File: src/rtl/icache_ctrl.sv
// Direct-mapped read-only instruction cache controller: 8 lines x 4 words,
// whole-line refill over a req/ack memory port, saturating hit/miss counters.
module icache_ctrl #(
    parameter int ADDR_W  = 32,
    parameter int DATA_W  = 32,
    parameter int INDEX_W = 3,
    parameter int OFFS_W  = 2,
    parameter int CNT_W   = 16
) (
    input  logic              clk,
    input  logic              rst,
    input  logic [ADDR_W-1:0] addr,
    output logic [DATA_W-1:0] rdata,
    output logic              rvalid,
    output logic              mem_req,
    output logic [ADDR_W-1:0] mem_addr,
    input  logic              mem_ack,
    input  logic [DATA_W-1:0] mem_rdata,
    output logic [CNT_W-1:0]  hit_cnt,
    output logic [CNT_W-1:0]  miss_cnt
);
    localparam int BYTE_W   = 2;
    localparam int LINE_LSB = BYTE_W + OFFS_W;
    localparam int TAG_LSB  = LINE_LSB + INDEX_W;
    localparam int TAG_W    = ADDR_W - TAG_LSB;
    localparam int LINES    = 1 << INDEX_W;
    localparam int WORDS    = 1 << OFFS_W;

    typedef enum logic [1:0] {
        LOOKUP = 2'd0,
        RESP   = 2'd1,
        REFILL = 2'd2
    } state_t;

    state_t             state_r;
    state_t             state_nxt_s;
    logic [DATA_W-1:0]  data_r [LINES][WORDS];
    logic [TAG_W-1:0]   tag_r [LINES];
    logic [LINES-1:0]   valid_r;
    logic [OFFS_W-1:0]  cnt_r;
    logic [TAG_W-1:0]   refill_tag_r;
    logic [INDEX_W-1:0] refill_idx_r;
    logic               post_refill_r;

    logic [OFFS_W-1:0]  off_s;
    logic [INDEX_W-1:0] idx_s;
    logic [TAG_W-1:0]   tag_s;
    logic               hit_s;
    logic               lookup_hit_s;
    logic               lookup_miss_s;
    logic               fill_s;
    logic               fill_last_s;
    logic               unused_s;

    // Address decode and tag compare against the presented processor address.
    always_comb begin
        off_s    = addr[LINE_LSB-1:BYTE_W];
        idx_s    = addr[TAG_LSB-1:LINE_LSB];
        tag_s    = addr[ADDR_W-1:TAG_LSB];
        hit_s    = valid_r[idx_s] && (tag_r[idx_s] == tag_s);
        unused_s = ^addr[BYTE_W-1:0];
    end

    // State register.
    always_ff @(posedge clk) begin
        if (rst) begin
            state_r <= LOOKUP;
        end else begin
            state_r <= state_nxt_s;
        end
    end

    // Next-state logic.
    always_comb begin
        state_nxt_s = state_r;
        case (state_r)
            LOOKUP: begin
                if (hit_s) begin
                    state_nxt_s = RESP;
                end else begin
                    state_nxt_s = REFILL;
                end
            end
            RESP: begin
                state_nxt_s = LOOKUP;
            end
            REFILL: begin
                if (fill_last_s) begin
                    state_nxt_s = LOOKUP;
                end else begin
                    state_nxt_s = state_r;
                end
            end
            default: begin
                state_nxt_s = LOOKUP;
            end
        endcase
    end

    // Per-state action strobes; mem_ack only counts while a request is open.
    always_comb begin
        lookup_hit_s  = 1'b0;
        lookup_miss_s = 1'b0;
        fill_s        = 1'b0;
        fill_last_s   = 1'b0;
        case (state_r)
            LOOKUP: begin
                lookup_hit_s  = hit_s;
                lookup_miss_s = ~hit_s;
            end
            REFILL: begin
                fill_s      = mem_ack & mem_req;
                fill_last_s = mem_ack & mem_req & (cnt_r == {OFFS_W{1'b1}});
            end
            default: begin
                lookup_hit_s = 1'b0;
            end
        endcase
    end

    // Registered outputs, valid bits, refill bookkeeping and counters.
    always_ff @(posedge clk) begin
        if (rst) begin
            rvalid        <= 1'b0;
            rdata         <= {DATA_W{1'b0}};
            mem_req       <= 1'b0;
            mem_addr      <= {ADDR_W{1'b0}};
            hit_cnt       <= {CNT_W{1'b0}};
            miss_cnt      <= {CNT_W{1'b0}};
            cnt_r         <= {OFFS_W{1'b0}};
            post_refill_r <= 1'b0;
            valid_r       <= {LINES{1'b0}};
            refill_tag_r  <= {TAG_W{1'b0}};
            refill_idx_r  <= {INDEX_W{1'b0}};
        end else begin
            rvalid <= lookup_hit_s;
            if (lookup_hit_s) begin
                rdata <= data_r[idx_s][off_s];
                // The re-lookup that completes a miss is not a second event.
                if (!post_refill_r && (hit_cnt != {CNT_W{1'b1}})) begin
                    hit_cnt <= hit_cnt + CNT_W'(1'b1);
                end
                post_refill_r <= 1'b0;
            end
            if (lookup_miss_s) begin
                mem_req      <= 1'b1;
                mem_addr     <= {tag_s, idx_s, {LINE_LSB{1'b0}}};
                cnt_r        <= {OFFS_W{1'b0}};
                refill_tag_r <= tag_s;
                refill_idx_r <= idx_s;
                if (miss_cnt != {CNT_W{1'b1}}) begin
                    miss_cnt <= miss_cnt + CNT_W'(1'b1);
                end
            end
            if (fill_s) begin
                if (fill_last_s) begin
                    mem_req                <= 1'b0;
                    valid_r[refill_idx_r]  <= 1'b1;
                    post_refill_r          <= 1'b1;
                end else begin
                    cnt_r    <= cnt_r + OFFS_W'(1'b1);
                    mem_addr <= mem_addr + ADDR_W'(3'd4);
                end
            end
        end
    end

    // Tag and data arrays carry no reset; the valid bits guard them.
    always_ff @(posedge clk) begin
        if (!rst && fill_s) begin
            data_r[refill_idx_r][cnt_r] <= mem_rdata;
            if (fill_last_s) begin
                tag_r[refill_idx_r] <= refill_tag_r;
            end
        end
    end

endmodule

File: config.mk
export PLATFORM = sky130hd
export DESIGN_NAME = icache_ctrl
export DESIGN_NICKNAME = d
export VERILOG_FILES = /design/src/rtl/icache_ctrl.sv
export SDC_FILE = /design/constraint.sdc
export NUM_CORES = 1
export LEC_CHECK = 0
export CELL_PAD_IN_SITES_DETAIL_PLACEMENT = 1
export CELL_PAD_IN_SITES_GLOBAL_PLACEMENT = 1
export CORE_UTILIZATION = 25
export CTS_CLUSTER_DIAMETER = 120
export CTS_CLUSTER_SIZE = 10
export DETAILED_ROUTE_END_ITERATION = 10
export PLACE_DENSITY = 0.41
export SYNTH_ARGS = -nofsm -noshare
export SYNTH_HDL_FRONTEND = slang
export SYNTH_SLANG_ARGS = --single-unit
File: constraint.sdc
create_clock -name clk -period 5 [get_ports clk]
set_clock_uncertainty 0.15 [all_clocks]
set_input_delay 1.5 -clock clk [delete_from_list [all_inputs] [get_ports clk]]
set_output_delay 1.5 -clock clk [all_outputs]
set_load 0.1 [all_outputs]
==> impl_metrics.yaml <==
synthesis:
  synth_top_family_by_area: "multiplexers"
  synth_compound_area_frac: 0.0221
  synth_nets: 2685
  yosysWarningCount: 0
  synth_edf_count: 1224
  syn_area_um2: 52900
  synth_top_area_share: 0.695
  yosysUniqueCellTypes: 63
  yosys.area_share.simple: 0.0364
  synth_cells: 2611
  ys_seq_area_frac: 0.747
  synth-async-reset-ratio: 0
  synth_xor_area_frac: 0.00348
  synth_top_area_cell: "edfxtp_1"
  synth_adder_area_share: 0.00166
  yosys-top-cells-area: "edfxtp_1 (69%), mux4_2 (15%), dfxtp_1 (5.3%)"
  ys_seq_elements: 1363
  synthFlopType: "edfxtp_1"
  avgSynthCellArea_um2: 20.3
  synth_mux_area_frac: 0.177
setup_path:
  cp_slowest_cell: "nor2b_1"
  cp.arrival_ns: 5.13
  critPathMaxStageDelay_ns: 0.72
  cp_max_fo: 18
  crit_chain: "buf_6, nor2b_1, a22oi_1, a21oi_1, o211ai_1, or4_1, or4_4, nor4_1, mux2_1"
  endpoint_kind: "flip-flop"
  critPathKind: "input port to flip-flop"
  r2r_cells: 9
  rr_endpoint: "hit_cnt[15]"
  startpoint_type: "input port"
  critPathLaunch: "addr[6]"
  regToRegStartpoint: "tag_r[7][17]"
  rrSetupSlack_ns: 1.43
  crit_required_ns: 5.53
timing:
  max_freq_mhz: 217
  relSlewSlack: 0.233
  timing.hold.ws_ns: 0.296
  worst_pin_slew_ns: 1.15
  setup_violations: 0
  hold_viol: 0
  setup_slack_ns: 0.399
  rsz0062_at_grt: "false"
  finalCritPeriodShare: 0.920
  timing.final.crit_period_ns: 4.60
  slew_violations: 0
min_path:
  min-delay-start: "valid_r[2]"
  hold_end: "valid_r[2]"
  holdPathStages: 1
  hp-class: "flip-flop to flip-flop"
routing:
  dr.pass1.iters: 7
  vias: 27000
  wl_mm: 160
  viasPerCell: 4.61
  drc: 0
  initialDrtViolationCount: 2129
  post_drt_wl_per_cell_um: 27.2
  ant_nets: 0
placed_design:
  placed_cells: 5596
  dp_hpwl_mm: 89.0
  gp_congestion: 0.736
  port_buffers: 162
  pre_cts_slack_ns: -0.433
floorplanning:
  ios: 165
  dieWidth_um: 462
  rows: 168
  core_region_area_um2: 210000
  start_util: 0.252
  die_h_um: 462
  die_area_um2: 213000
clock_network:
  h-tree-depth: 4
  cts_buffer_depth: 3
  clk_latency_ns: 0.80
  post_cts.repair.setup_buffers: 0
  clockRootBuffer: "clkbuf_16"
  ctsHoldBuffers: 0
  cts_tree: "done"
  clkSinkCount: 1363
  numCtsBuffers: 154
  cts.reportedPaths.clkPinSlew_ns: 0.06
  cts_resized: 0
global_route:
  first_global_vias: 29300
  overflow: 0
  grt_pass1_wl_mm: 225
  grt_max_degree: 117
  antenna_found_initial: 10
  track_usage: 0.150
pwr:
  ir_drop_v: 0.000323
  leakagePower_uw: 0.0201
  power_density_nw_per_um2: 378
cells_and_area:
  layout.nets: 3021
  area_growth_pct: 21.3
  drive_gt1_frac: 0.254
  fillers: 21000
  layout.cells.non_filler: 5861
outcome:
  status: "complete, no violations"
job:
  maxCapViolCount: 0
==> layout by cell type, fill, tap and decap left out, types with 38 or more instances in the layout <==
cell type / Yosys / routed
edfxtp_1: 1224 / 1224
mux4_2: 350 / 350
clkbuf_16: 0 / 156
clkdlybuf4s50_1: 0 / 156
dfxtp_1: 139 / 139
nand2_1: 106 / 106
buf_4: 0 / 104
clkbuf_1: 88 / 93
mux2i_1: 85 / 85
nor2_1: 115 / 75
a21oi_1: 72 / 72
buf_12: 0 / 57
nor2_4: 0 / 40
mux2_2: 38 / 38
==> worst max path at each step <==
stage                        to  cells past startpoint
floorplan            hit_cnt[9]                     13
detailed placement  hit_cnt[15]                      9
global route          rdata[28]                     10
finish              hit_cnt[15]                      9
CTS                 hit_cnt[15]                      9
global placement      rdata[10]                     10
==> Yosys cell counts, types with 2 or more instances <==
library cell and number:
xor2_1 3, and4_1 2, a21o_1 13, buf_1 27, nor4_1 21, o22ai_1 10, a31oi_1 17, xnor2_1 18
o21ai_0 13, nand3b_1 6, a22o_1 4, mux2_1 16, nand2b_1 5, o31ai_1 8, or2_2 4, o41ai_1 6
o21ai_1 2, clkbuf_1 88, edfxtp_1 1224, ha_1 7, buf_6 7, o211ai_1 8, mux4_2 350, nand3_1 28
a22oi_1 12, o21a_1 2, and3_1 16, and2_1 4, mux2i_1 85, nor2_1 115, inv_1 14, nand4_1 14
nand2_1 106, dfxtp_1 139, mux2_2 38, or3b_2 2, or4_1 14, nor3_1 10, or3_1 18, o41a_1 4
a21oi_1 72, nor2b_1 19, buf_2 20
==> per-layer routing <==
layer  vias to the layer above  global-route usage  wire length [um]
li1                      11500                   -                 -
met1                     14800               0.203             72400
met2                       548               0.245             76700
met3                       223              0.0257              6520
met4                        10              0.0446              3940
met5                         -                   0                59
==> critical path: cells and delay by family <==
family	cells	cell delay, ns
simple gates	4	2.51
mux	1	0.36
buf+inv	1	0.08
compound gates	3	0.66
==> metrics by stage <==
| step | util | TNS [ns] | total power [uW] | area [um^2] |
|---|---|---|---|---|
| after floorplan | - | 0 | 13500 | 52900 |
| after CTS | 0.306 | 0 | 24700 | 64200 |
| after detailed placement | 0.284 | -24.27 | 14100 | 59700 |
| final | 0.306 | 0 | 24300 | 64200 |
| after global placement | 0.284 | -24.63 | 14100 | 59700 |
| after global routing | 0.306 | 0 | 25100 | 64200 |
==> state kept, by name (all words and copies together) (netlist names) <==
name and flops:
refill_idx_r 3, state_r 2, tag_r 200, rvalid 1, mem_addr 32, post_refill_r 1
mem_req 1, valid_r 8, hit_cnt 16, cnt_r 2, miss_cnt 16, refill_tag_r 25
data_r 1024, rdata 32
==> area by class of cell <==
type | instances | area (um^2) | area share
clock inverter | 15 | 273 | 0.00425
sequential | 1363 | 39500 | 0.616
clock buffer | 249 | 4250 | 0.0663
tap | 2805 | 3510 | 0.0547
multi-input combinational | 1092 | 13000 | 0.203
inverter | 14 | 52.6 | 0.000819
antenna | 1 | 2.50 | 0.0000390
timing repair buffer | 322 | 3540 | 0.0552
==> report_power, final <==
group / internal (uW) / total [uW] / switching (uW)
logic: 519 / 1290 / 775
registers: 12500 / 12500 / 68.8
clock network: 5840 / 10500 / 4620
==> cells by family (layout without fill, tap and decap cells) <==
| logic type | after synthesis | count (layout) |
|---|---|---|
| and+or+nand+nor | 393 | 393 |
| AOI/OAI and AO/OA | 182 | 182 |
| other | 0 | 1 |
| muxes | 489 | 489 |
| DFF | 1363 | 1363 |
| buffers and inverters | 156 | 600 |
| xor gates and xnor gates | 21 | 21 |
| adders and majority gates | 7 | 7 |
No activity file was read; power rests on OpenSTA's default activity.
==> RTL edit 1: new RTL, same settings <==
The localparam `BYTE_W` goes from 2 to 4.
--- a/src/rtl/icache_ctrl.sv
+++ b/src/rtl/icache_ctrl.sv
@@ -21,3 +21,3 @@
 );
-    localparam int BYTE_W   = 2;
+    localparam int BYTE_W   = 4;
     localparam int LINE_LSB = BYTE_W + OFFS_W;
Function: not settled (the Yosys comparison gave no result); the edit may change what the design does.
==> RTL edit 1 against the original RTL <==
- total power is 1.1% lower
- sequential cell count shrank 18
- area after synthesis decreased by 1.4%
- die area fell by 1.4%
- utilization decreased by 0.16 points
- setup slack improved by 0.19 ns
- synthesized cell count down 1.8%
- register-to-register slack got worse by 0.16 ns
- largest cell class unchanged
- cell area shrank 1.8%
- wire length down 1.1%
- first-iteration DRC count decreased by 7.2%
==> RTL edit 1: results (changes against the original RTL) <==
# clk buffers=245 (-1.6%); Top Metal Used=met5; RR Endpoint=hit_cnt[3]; Non-clk invs=22 (+8); 1st-iter DRT viols=1,976 (-7.2%); Post-synth EDFFs=1,208 (-1.3%); I/O Buffers=160 (-1.2%); P_leak=19.6 nW (-2.6%); most instantiated cells after synthesis=edfxtp_1, mux4_2, nor2_1; Register-to-Register Setup Slack=1.27 ns (-0.16 ns); sequential area share after synthesis=74.8% (about the same); status=completed; Detailed Routing Iterations Pass 1=5 (-2); peak supply drop=337 µV (+4.5%); met2 wire len=78.0 mm (+1.7%); Tot GR Track Use=15.0% (+0.020 points); Hold Startpoint=valid_r[7]; core footprint=207,000 µm² (-1.3%); layout cells sized above 1=25.7% (+0.31 points); Non-Filler Instances=5,788 (-1.2%); worst setup margin=0.592 ns (+0.193 ns); Final #Nets=2,966 (-1.8%); vias in the first global route=29,000 (-1.1%); Placer Congestion=0.721 (-2.0%); Worst Hold End=valid_r[7]; met2 usage=25.3% (+0.84 points); initial antenna violation count=8 (-2); area post-placement=58,500 µm² (-1.9%); GRT met3 Usage=2.53% (-0.035 points); DR vias/cell=4.60 (-0.22%); largest registers=data_r: 1024 flops, tag_r: 184 flops; flops & latches, synth=1,345 (-1.3%); Least-Margin Pin Slew=1.20 ns (+0.0574 ns); M1 GR Usage=19.8% (-0.48 points); Post-Route WL=158 mm (-1.1%); final hold slack=0.304 ns (+0.00853 ns); cts bufs inserted=153 (-0.65%); routed wl met3=5.97 mm (-8.5%); R2R depth=10 (+1); first-pass GRT wire length=222 mm (-1.4%); multi-input gates=1,053 (-3.6%); fraction of area in multi-input gates=20.2% (-0.12 points); Critical R2R Launch=tag_r[6][0]; Pwr per Cell Area=381 nW/µm² (+0.77%); worst path arrival time=4.94 ns (-0.19 ns); Non-Clock Buffer Area Fraction=5.09% (-0.42 points); Mapped Cells=2,565 (-1.8%); Place WS=-0.282 ns (+0.150 ns); CP max stage delay=0.75 ns (+0.03 ns); sequential fraction of total cell area=61.9% (+0.31 points); largest net degree at the start of global routing=95 (-19%); ClkCell Share=7.16% (+0.11 points); DRT met1 WL=70.5 mm (-2.6%); Non-Clock Buffer Count=317 (-1.6%)
==> RTL edit 1: changes by cell type after synthesis, moves of 10 or more <==
cell / before / now
nand2_1: 106 / 53
nor2_1: 115 / 151
a211oi_1: 0 / 32
a21oi_1: 72 / 43
nor4_1: 21 / 4
edfxtp_1: 1224 / 1208
buf_1: 27 / 39
clkbuf_1: 88 / 76
mux2_2: 38 / 27
o32ai_1: 0 / 11
nand3_1: 28 / 38
==> RTL edit 1: logic make-up after synthesis <==
group | share of synthesized area (%)
flops | 74.8
xor+xnor | 0.185
simple gates | 3.50
fa+ha+maj | 0.168
mux | 17.3
buf+inv | 1.35
compound gates | 2.72
==> RTL edit 1: power by group <==
group	internal [mW]	switching [mW]	leakage, nW
Sequential	12.3	0.0640	12.0
Clock	5.78	4.61	2.14
Combinational	0.516	0.757	5.44
==> RTL edit 2: new RTL, config.mk and constraints unchanged <==
Made on the original files. Put one more register stage on the output `hit_cnt`. The value now appears one clock later. The other outputs are not delayed to match.
--- a/src/rtl/icache_ctrl.sv
+++ b/src/rtl/icache_ctrl.sv
@@ -33,2 +33,4 @@
     } state_t;
+
+    logic [CNT_W-1:0] hit_cnt_s0;
 
@@ -127,3 +129,3 @@
             mem_addr      <= {ADDR_W{1'b0}};
-            hit_cnt       <= {CNT_W{1'b0}};
+            hit_cnt_s0    <= {CNT_W{1'b0}};
             miss_cnt      <= {CNT_W{1'b0}};
@@ -139,4 +141,4 @@
                 // The re-lookup that completes a miss is not a second event.
-                if (!post_refill_r && (hit_cnt != {CNT_W{1'b1}})) begin
-                    hit_cnt <= hit_cnt + CNT_W'(1'b1);
+                if (!post_refill_r && (hit_cnt_s0 != {CNT_W{1'b1}})) begin
+                    hit_cnt_s0 <= hit_cnt_s0 + CNT_W'(1'b1);
                 end
@@ -177,2 +179,6 @@
 
+    always_ff @(posedge clk) begin
+        hit_cnt <= hit_cnt_s0;
+    end
+
 endmodule
Check against the original RTL: not settled (the Yosys comparison gave no result); the edit may change what the design does.
==> RTL edit 2 against the original RTL <==
- sequential cell count grew 16
- critical path depth is 5 higher
- total power increased by 0.64%
- largest power group unchanged
- wire length increased by 1.6%
- cell area increased by 0.67%
- hold slack lost 0.057 ns
- setup slack worse by 0.0067 ns
- area after synthesis up 0.58%
- highest routed layer unchanged
==> RTL edit 2: results (changes against the original RTL) <==
initial antenna violation count=9 (-1); Distinct cells, synth=58 (-7.9%); status=completed; worst path arrival time=5.16 ns (+0.03 ns); area post-placement=60,100 µm² (+0.78%); syn_nets=2,714 (+1.1%); P_leak=20.1 nW (-0.15%); vias=27,500 (+1.9%); area grow syn2layout=21.4% (about the same); Post-Syn Area per Cell=20.2 µm² (-0.53%); placed cells=5,654 (+1.0%); layout cells sized above 1=25.6% (+0.24 points); Synth Warn #=0 (unchanged); crit-path max FO=13 (-5); Final #Nets=3,081 (+2.0%); sequential area share after synthesis=74.9% (+0.17 points); Critical R2R Launch=tag_r[4][5]; Detailed Routing Iterations Pass 1=5 (-2); cts bufs inserted=156 (+1.3%); 1st-iter DRT viols=2,328 (+9.3%); worst setup path start=addr[4]; Post-Route WL=162 mm (+1.6%); peak supply drop=336 µV (+4.0%); DRT met1 WL=76.1 mm (+5.1%); Place WS=-0.425 ns (+0.00712 ns); largest net degree at the start of global routing=129 (+10%); met2 wire len=77.0 mm (+0.45%); GRT met3 Usage=2.52% (-0.049 points); DP HPWL=88.5 mm (-0.46%); Avg WL per Cell=27.4 µm (+0.80%); routed wl met3=6.08 mm (-6.7%); Area contributors post-synth=edfxtp_1, mux4_2, dfxtp_1, mux2i_1, nor2_1; most instantiated cells after synthesis=edfxtp_1, mux4_2, dfxtp_1; Hold Startpoint=hit_cnt_s0[12]; Post-synth EDFFs=1,224 (unchanged); Tot GR Track Use=15.0% (about the same); first-pass GRT wire length=228 mm (+1.3%); met2 usage=24.5% (+0.040 points); slew margin rel.=22.7% (-0.55 points); fill count=21,300 (+1.1%); M1 GR Usage=20.7% (+0.36 points); Top Metal Used=met5; Placer Congestion=0.749 (+1.8%); slowest library cell on the worst path=or4_1
==> RTL edit 2: worst paths after layout <==
check,end,slack [ns],cells past startpoint
hold reg to reg,hit_cnt[12],0.24,0
setup reg to reg,hit_cnt_s0[5],1.16,12
setup / recovery,hit_cnt_s0[5],0.39,14
hold / removal,hit_cnt[12],0.24,0
==> RTL edit 2: logic make-up (layout without fill, tap and decap cells) <==
logic type | count (synthesis) | in the layout | synth area share, %
DFF | 1379 | 1379 | 74.9
xor gates and xnor gates | 16 | 16 | 0.263
muxes | 452 | 452 | 16.7
buffers and inverters | 169 | 630 | 1.32
adders and majority gates | 7 | 7 | 0.165
AOI/OAI and AO/OA | 256 | 256 | 3.17
other | 0 | 2 | 0
and+or+nand+nor | 361 | 361 | 3.47
==> RTL edit 2: worst register-to-register path: cells and delay by family, from the launching register on <==
kind,cells,cell delay (ns)
compound gates,2,0.50
xor+xnor,1,0.07
buf+inv,4,0.73
flops,1,0.38
mux,2,0.77
simple gates,3,1.16
==> RTL edit 2: power groups by stage <==
stage,Clock (mW),Combinational [mW],Sequential [mW]
2_1_floorplan,0,0.640,13.0
3_3_place_gp,0,1.34,12.9
3_5_place_dp,0,1.37,12.9
4_1_cts,10.8,1.37,12.7
5_1_grt,11.2,1.43,12.7
6_report,10.4,1.34,12.7
==> RTL edit 2: layout make-up <==
| cell class | count | share of cell area, % |
|---|---|---|
| Tap cell | 2805 | 5.43 |
| Sequential cell | 1379 | 61.7 |
| Inverter | 18 | 0.105 |
| Clock inverter | 17 | 0.445 |
| Clock buffer | 235 | 6.50 |
| Timing Repair Buffer | 360 | 5.75 |
| Multi-Input combinational cell | 1092 | 20.1 |
| Antenna cell | 2 | 0.00774 |
